--- config.mk ---
export PLATFORM = sky130hd
export DESIGN_NAME = sm3_msg_pad
export DESIGN_NICKNAME = d
export VERILOG_FILES = /design/src/rtl/sm3_pkg.sv /design/src/rtl/sm3_pad_lst_wd.sv /design/src/rtl/sm3_msg_pad.sv
export SDC_FILE = /design/constraint.sdc
export NUM_CORES = 1
export LEC_CHECK = 0
export ABC_AREA = 1
export CAP_MARGIN = 15
export CORE_ASPECT_RATIO = 1.75
export CORE_MARGIN = 2
export CORE_UTILIZATION = 40
export DETAILED_ROUTE_END_ITERATION = 10
export PLACE_DENSITY_LB_ADDON = 0.1
export SETUP_SLACK_MARGIN = 0.15
export SYNTH_ARGS = -nofsm -noshare
export SYNTH_HDL_FRONTEND = slang
export SYNTH_SLANG_ARGS = --single-unit
--- constraint.sdc ---
create_clock -name clk -period 6.5 [get_ports clk]
set_input_delay 1.625 -clock clk [delete_from_list [all_inputs] [get_ports clk]]
set_output_delay 1.625 -clock clk [all_outputs]
set_load 0.02 [all_outputs]
--- src/rtl/sm3_pkg.sv ---
// rtl/sm3_pkg.sv - shared types and constants for the SM3 message padder
package sm3_pkg;

  localparam int SM3_LEN_W      = 64;
  localparam int SM3_BLK_W      = 512;
  localparam int SM3_INPT_DW_32 = 32;
  localparam int SM3_INPT_DW_64 = 64;

  typedef enum logic [1:0] {
    S_DATA,
    S_ZERO,
    S_LEN
  } sm3_pad_st_t;

  // Bits carried by the final word: 8 * (byte_num + 1)
  function automatic logic [SM3_LEN_W-1:0] sm3_lst_bits(input logic [2:0] byte_num);
    return ({61'd0, byte_num} + 64'd1) << 3;
  endfunction

endpackage

--- src/rtl/sm3_pad_lst_wd.sv ---
// rtl/sm3_pad_lst_wd.sv - masks bytes past the message end and inserts 0x80
module sm3_pad_lst_wd
  import sm3_pkg::*;
#(
  parameter  int DW  = SM3_INPT_DW_32,
  localparam int NB  = DW / 8,
  localparam int BNW = $clog2(NB)
) (
  input  logic [DW-1:0]  din,
  input  logic [BNW-1:0] byte_num,
  output logic [DW-1:0]  dout,
  output logic           pad80_ins
);

  // Byte 0 sits in the MSBs; bytes 0..byte_num are message, byte_num+1 is the marker
  always_comb begin
    dout = '0;
    for (int i = 0; i < NB; i++) begin
      if (i <= int'(byte_num)) begin
        dout[DW-1-8*i -: 8] = din[DW-1-8*i -: 8];
      end else if (i == int'(byte_num) + 1) begin
        dout[DW-1-8*i -: 8] = 8'h80;
      end
    end
  end

  assign pad80_ins = (int'(byte_num) < NB - 1);

endmodule

--- src/rtl/sm3_msg_pad.sv ---
// rtl/sm3_msg_pad.sv - SM3 message padder: data pass-through, 0x80/zero fill, 64-bit length
module sm3_msg_pad
  import sm3_pkg::*;
#(
  parameter  int DW  = SM3_INPT_DW_32,
  localparam int BNW = $clog2(DW / 8)
) (
  input  logic           clk,
  input  logic           rst,
  input  logic           inpt_vld,
  output logic           inpt_rdy,
  input  logic [DW-1:0]  inpt_d,
  input  logic           inpt_lst,
  input  logic [BNW-1:0] inpt_byte_num,
  output logic           pad_otpt_vld,
  input  logic           pad_otpt_rdy,
  output logic [DW-1:0]  pad_otpt_d,
  output logic           pad_otpt_lst
);

  localparam int WPB    = SM3_BLK_W / DW;
  localparam int LEN_IX = WPB - SM3_LEN_W / DW;
  localparam int IW     = $clog2(WPB);
  localparam logic [IW-1:0] LEN_IX_I = IW'(LEN_IX);
  localparam logic [IW-1:0] LAST_I   = IW'(WPB - 1);

  sm3_pad_st_t          st_q, st_d;
  logic [IW-1:0]        idx_q, idx_d;
  logic [SM3_LEN_W-1:0] bit_len_q, bit_len_d;
  logic                 pad80_q, pad80_d;

  logic [DW-1:0]        lst_wd;
  logic                 pad80_ins;
  logic [SM3_LEN_W-1:0] len_sh;
  logic                 pad_vld, pad_lst, rdy, hs;
  logic [DW-1:0]        pad_d;

  sm3_pad_lst_wd #(.DW(DW)) u_lst_wd (
    .din       (inpt_d),
    .byte_num  (inpt_byte_num),
    .dout      (lst_wd),
    .pad80_ins (pad80_ins)
  );

  always_comb begin
    pad_vld = 1'b0;
    pad_d   = '0;
    pad_lst = 1'b0;
    rdy     = 1'b0;
    len_sh  = '0;
    case (st_q)
      S_DATA: begin
        pad_vld = inpt_vld;
        rdy     = pad_otpt_rdy;
        pad_d   = inpt_lst ? lst_wd : inpt_d;
      end
      S_ZERO: begin
        pad_vld = 1'b1;
        pad_d   = pad80_q ? '0 : {8'h80, {(DW-8){1'b0}}};
      end
      S_LEN: begin
        // Length words go out high word first, so shift the wanted word to the top
        pad_vld = 1'b1;
        len_sh  = bit_len_q << (DW * (int'(idx_q) - LEN_IX));
        pad_d   = len_sh[SM3_LEN_W-1 -: DW];
        pad_lst = (idx_q == LAST_I);
      end
      default: ;
    endcase
  end

  assign hs           = pad_vld & pad_otpt_rdy;
  assign inpt_rdy     = rdy;
  assign pad_otpt_vld = pad_vld & ~rst;
  assign pad_otpt_d   = rst ? '0 : pad_d;
  assign pad_otpt_lst = pad_lst & ~rst;

  always_comb begin
    st_d      = st_q;
    idx_d     = idx_q;
    bit_len_d = bit_len_q;
    pad80_d   = pad80_q;
    if (hs) begin
      idx_d = (idx_q == LAST_I) ? '0 : idx_q + IW'(1);
      case (st_q)
        S_DATA: begin
          if (inpt_lst) begin
            bit_len_d = bit_len_q + sm3_lst_bits(3'(inpt_byte_num));
            pad80_d   = pad80_q | pad80_ins;
            st_d      = (pad80_d && idx_d == LEN_IX_I) ? S_LEN : S_ZERO;
          end else begin
            bit_len_d = bit_len_q + 64'(DW);
          end
        end
        S_ZERO: begin
          pad80_d = 1'b1;
          if (idx_d == LEN_IX_I) st_d = S_LEN;
        end
        S_LEN: begin
          if (idx_q == LAST_I) begin
            st_d      = S_DATA;
            bit_len_d = '0;
            pad80_d   = 1'b0;
            idx_d     = '0;
          end
        end
        default: st_d = S_DATA;
      endcase
    end
  end

  always_ff @(posedge clk or posedge rst) begin
    if (rst) begin
      st_q      <= S_DATA;
      idx_q     <= '0;
      bit_len_q <= '0;
      pad80_q   <= 1'b0;
    end else begin
      st_q      <= st_d;
      idx_q     <= idx_d;
      bit_len_q <= bit_len_d;
      pad80_q   <= pad80_d;
    end
  end

endmodule

# Word-level counts from Yosys, hierarchy flattened
# Cells that the tools add are included.
# word_totals
ff_bits	71
ram_bits	0
wordCells	65
mem_count	0
romBits	0
latch_bits	0
out_inout_bits	35
in_bits	39
# op_classes
n_mul	0
order_cmp	4
mux	27
shift	1
bitwise	5
eq_ne	10
n_addsub	6
n_div	0
reduce_logical	8
# ops
operator	n
$mux W64	2
$pmux W64 S2	1
$pmux W32 S3	1
$add A64 B6 Y64	1
$add A64 B6 Y64 const B	1
$eq A3 B32 Y1 const A	2
$mux W32	2
$shl A64 B32 Y64	1
$mux W8	6
$eq A2 B32 Y1 const A	1
$mux W24	1
$mux W4	3
$eq A4 B4 Y1 const B	2
$mux W2	4
$reduce_and A4 Y1	2
$add A2 B1 Y3 const B	2
$ne A2 B2 Y1 const B	3
$pmux W2 S3	1
$sub A4 B4 Y5 const B	1
$add A4 B1 Y4 const B	1
$le A2 B2 Y1 const A	2
$mux W1	4
$and A1 B1 Y1	3
$pmux W1 S3	1
other kinds (13)	13

# Longest topological paths before layout
# depth
ltp_word	7
depth_mapped	15
mapped_depth_nobuf	15

# Hierarchy
# A second synthesis with hierarchy kept.
# hier_totals
hier_cells	1148
area_unflattened_um2	6477.5
# by_module_without_submodules
mod	instances	area_each_um2	cells_per_inst	seq_area_each_um2
sm3_msg_pad	1	6203.4	1086	1701.6
sm3_pad_lst_wd	1	274.0	62	0.0

# Worst setup path before layout
# OpenSTA, ideal clock, no wires.
# synth_timing
path_kind	input to output
start	input port inpt_lst
end	output port pad_otpt_d[7]
t_required_ps	4875
cell_stages	6
arrival_time_ps	2670
path_buffers	2
path_slack_ps	2205
cell_sequence	buf_2 -> clkbuf_1 -> a21oi_1 -> nor3_1 -> a21oi_1 -> nor2_1
# synth_via
elab_chain_len	3
# synth_lines
item	line	text
start: declaration	sm3_msg_pad.sv:13	input logic inpt_lst,
$mux W24	sm3_msg_pad.sv:55	pad_d = inpt_lst ? lst_wd : inpt_d;
$pmux W32 S3	sm3_msg_pad.sv:51	case (st_q)
$mux W32	sm3_msg_pad.sv:75	assign pad_otpt_d = rst ? '0 : pad_d;
end: declaration	sm3_msg_pad.sv:17	output logic [DW-1:0] pad_otpt_d,
# No other way between the ends.

# Final worst setup path
# layout_timing
start	input port inpt_lst
end	output port pad_otpt_d[6]
# The elaborated chain is that of the path after synthesis.

==> summary.md <==
| Metric | Value |
|---|---|
| Die H | `165 µm` |
| Pin count of the biggest net entering global routing | `56` |
| Hold/Removal Path Class | `flop to flop` |
| Final hold violation count | `0` |
| DRT Pass-1 Iters | `5` |
| Die X | `96.2 µm` |
| Crit Path Category | `primary input to primary output` |
| Final #Nets | `1084` |
| Post-synth EDFFs | `0` |
| Max-cap viol count | `0` |
| Vias per inst | `5.37` |
| Worst Path Max Fanout | `19` |
| Final setup fails | `0` |
| CTS Hold Bufs | `0` |
| Setup TNS | `0 ns` |
| Seq cells post-synth | `68` |
| Highest clock rate | `186 MHz` |
| Top cells by area in the synthesized netlist | `dfrtp_1 (29%), nand2_1 (14%), nor2_1 (13%)` |
| 1st-iter DRT viols | `341` |
| Most used cell, CP | `clkdlybuf4s50_1` |
| Final clock skew | `0.00657 ns` |
| Row count | `59` |
| CP Launch Type | `primary input` |
| CP Capture Type | `primary output` |
| Critical Path Slowest Stage Cell | `clkdlybuf4s50_1` |
| Worst path max stage delay | `0.62 ns` |
| Global-route wire length before repair | `35.7 mm` |
| Ports | `74` |
| Most Crowded Layer GR | `met2` |
| Final WL | `23.6 mm` |
| VDD IR max | `0.163 mV` |
| Global routing usage on met1 | `0.341` |
| Yosys cell types | `46` |
| Slew margin rel. | `0.310` |
| Most frequent cells in the layout | `nand2_1 (218), nor2_1 (207), inv_1 (122)` |
| RSZ-0062 raised after global routing | `false` |
| Asr flop ratio synth | `1.00` |
| Die area | `15900 µm²` |
| Reg clk slew, reported paths | `0.06 ns` |
| Seq/Total Area, Yosys | `0.286` |
| Worst Max-Slew Pin Slew | `1.03 ns` |
| Resized cells post-CTS | `0` |
| Post-synth net total | `1022` |
| Ant. Diodes | `0` |
| GR Overflow Total | `0` |
| H-tree Lvls | `3` |
| Tot Pwr | `2480 µW` |
| M2 GR Usage | `0.551` |
| Vias in the first global route | `6317` |
| Core area | `14700 µm²` |
| GP Congestion | `1.00` |
| Syn_area_per_cell | `6.15 µm²` |
| Leakage | `0.00313 µW` |
| Residual DRC | `0` |
| Routed Antenna Nets | `0` |
| Cell Chain, Critical Path | `clkdlybuf4s50_1 > buf_4 > inv_2 > o21ai_0 > inv_1 > a22oi_1 > nor2_1 > clkdlybuf4s50_1` |
| Initial antenna violation count | `0` |
| GRT Util Overall | `0.308` |
| Cell Pwr Density | `348 nW/µm²` |
| Yosys warnings | `0` |
| Fin crit share | `0.828` |
| Core Util, Final | `0.486` |
| Max clock buf depth | `2` |
| CP bufs+invs | `5` |
| Crit-path leading delay family | `buffers and inverters` |
| Grt met3 use | `0.0299` |
| Via Count | `6539` |
| Synth Flop Type | `dfrtp_1` |
| Status | `finished clean` |
| Total CTS buffers | `9` |
| Slew Viols, Final | `0` |
| Initial Utilization | `0.405` |
| Hold_ws | `0.526 ns` |
| Crit path DAT | `3.76 ns` |
| Area Growth Syn to Fin | `19.9%` |
| Cells after Synth | `967` |
| Post-CTS Setup Inserts | `0` |
| Share of the synthesized area in the top cell type | `0.286` |
| Root Driver | `clkbuf_16` |
| CTS tree | `built` |
| PortBufs | `73` |
| Layout cell share with drive strength beyond 1 | `0.0571` |
| Crit path time final | `5.38 ns` |
| Synth area leader | `dfrtp_1` |
| Commonest non-fill, non-tap cell in the layout | `nand2_1` |
| HPWL Detailed | `18.9 mm` |
| Worst skew pair latency | `0.34 ns` |
| Clock Sinks | `68` |
| DR WL/cell | `19.4 µm` |
| WP data required | `4.88 ns` |
| Synth Cell Area | `5950 µm²` |
==> final cells by class <==
cell class / instances / area [µm²]
clock buffers: 12 / 246
clock inverters: 4 / 72.6
fillers: 1579 / 7550
inverters: 130 / 488
multi-input cells: 741 / 3620
flip-flops and latches: 68 / 1700
well taps: 183 / 229
repair buffers: 79 / 776
==> kinds of logic after synthesis <==
| logic type | count (synthesis) | share of synthesized area |
|---|---|---|
| and+or+nand+nor | 577 | 0.426 |
| AOI/OAI and AO/OA | 144 | 0.142 |
| DFF | 68 | 0.286 |
| xor gates and xnor gates | 4 | 0.00589 |
| buffers and inverters | 158 | 0.106 |
| adders and majority gates | 16 | 0.0349 |
==> layer usage <==
metal	vias to the layer above	wire [µm]
met5	-	0
met4	0	1540
met3	70	705
met2	174	12300
met1	3040	9130
li1	3255	-
==> worst register-to-register path: stages (launching register included) <==
cell and delay [ns]:
dfrtp_1 0.40, inv_1 0.10, ha_1 0.57, buf_4 0.36
nand2_1 0.08, nand2_1 0.09, nand2_1 0.33, nor2_8 0.44
nand2_1 0.16, a21oi_2 0.34, nand2_1 0.20, o21ai_0 0.18
nor2_1 0.06
==> where the power goes <==
| group | leakage, µW | switching (µW) | internal (µW) | total, µW |
|---|---|---|---|---|
| logic | 0.00207 | 783 | 383 | 1170 |
| clock network | 0.000153 | 201 | 346 | 548 |
| registers | 0.000907 | 202 | 569 | 771 |
==> cell usage after synthesis (4+ instances only) <==
cell type and instances:
a22oi_1 11, nand3_2 5, nand2_2 4, nor2_1 207, o21ai_1 4, inv_2 7, nand2_1 218, nand3_1 56
nor3_1 29, nand3b_1 6, a32oi_1 14, ha_1 15, a21oi_1 66, inv_1 123, nand4_1 27, clkbuf_1 13
nor2_4 6, dfrtp_1 68, nor2_2 7, buf_2 9, o21ai_0 35
==> sequential cells by signal (all words and copies together) (netlist names) <==
name	flops
bit_len_q	61
idx_q	4
pad80_q	1
st_q	2
==> final timing paths <==
path / slack, ns / cells past startpoint / from / end
max: 1.12 / 8 / inpt_lst / pad_otpt_d[6]
min: 0.53 / 1 / bit_len_q[18]$_DFFE_PP0P_ / bit_len_q[18]$_DFFE_PP0P_
max reg2reg: 3.08 / 12 / st_q[0]$_DFFE_PP0P_ / bit_len_q[34]$_DFFE_PP0P_
min reg2reg: 0.53 / 1 / bit_len_q[18]$_DFFE_PP0P_ / bit_len_q[18]$_DFFE_PP0P_
max in group asynchronous: 3.68 / 3 / rst / bit_len_q[38]$_DFFE_PP0P_
min in group asynchronous: 1.83 / 2 / rst / idx_q[2]$_DFFE_PP0P_
==> stage by stage <==
stage,instances,instance area (µm²),worst slack (ns)
detailed placement,1201,6820,1.11
floorplan,967,5950,2.21
global placement,1201,6820,1.14
finish,1217,7140,1.12
CTS,1217,7140,1.10
global route,1217,7140,0.977
No activity file was read; power rests on OpenSTA's default activity.
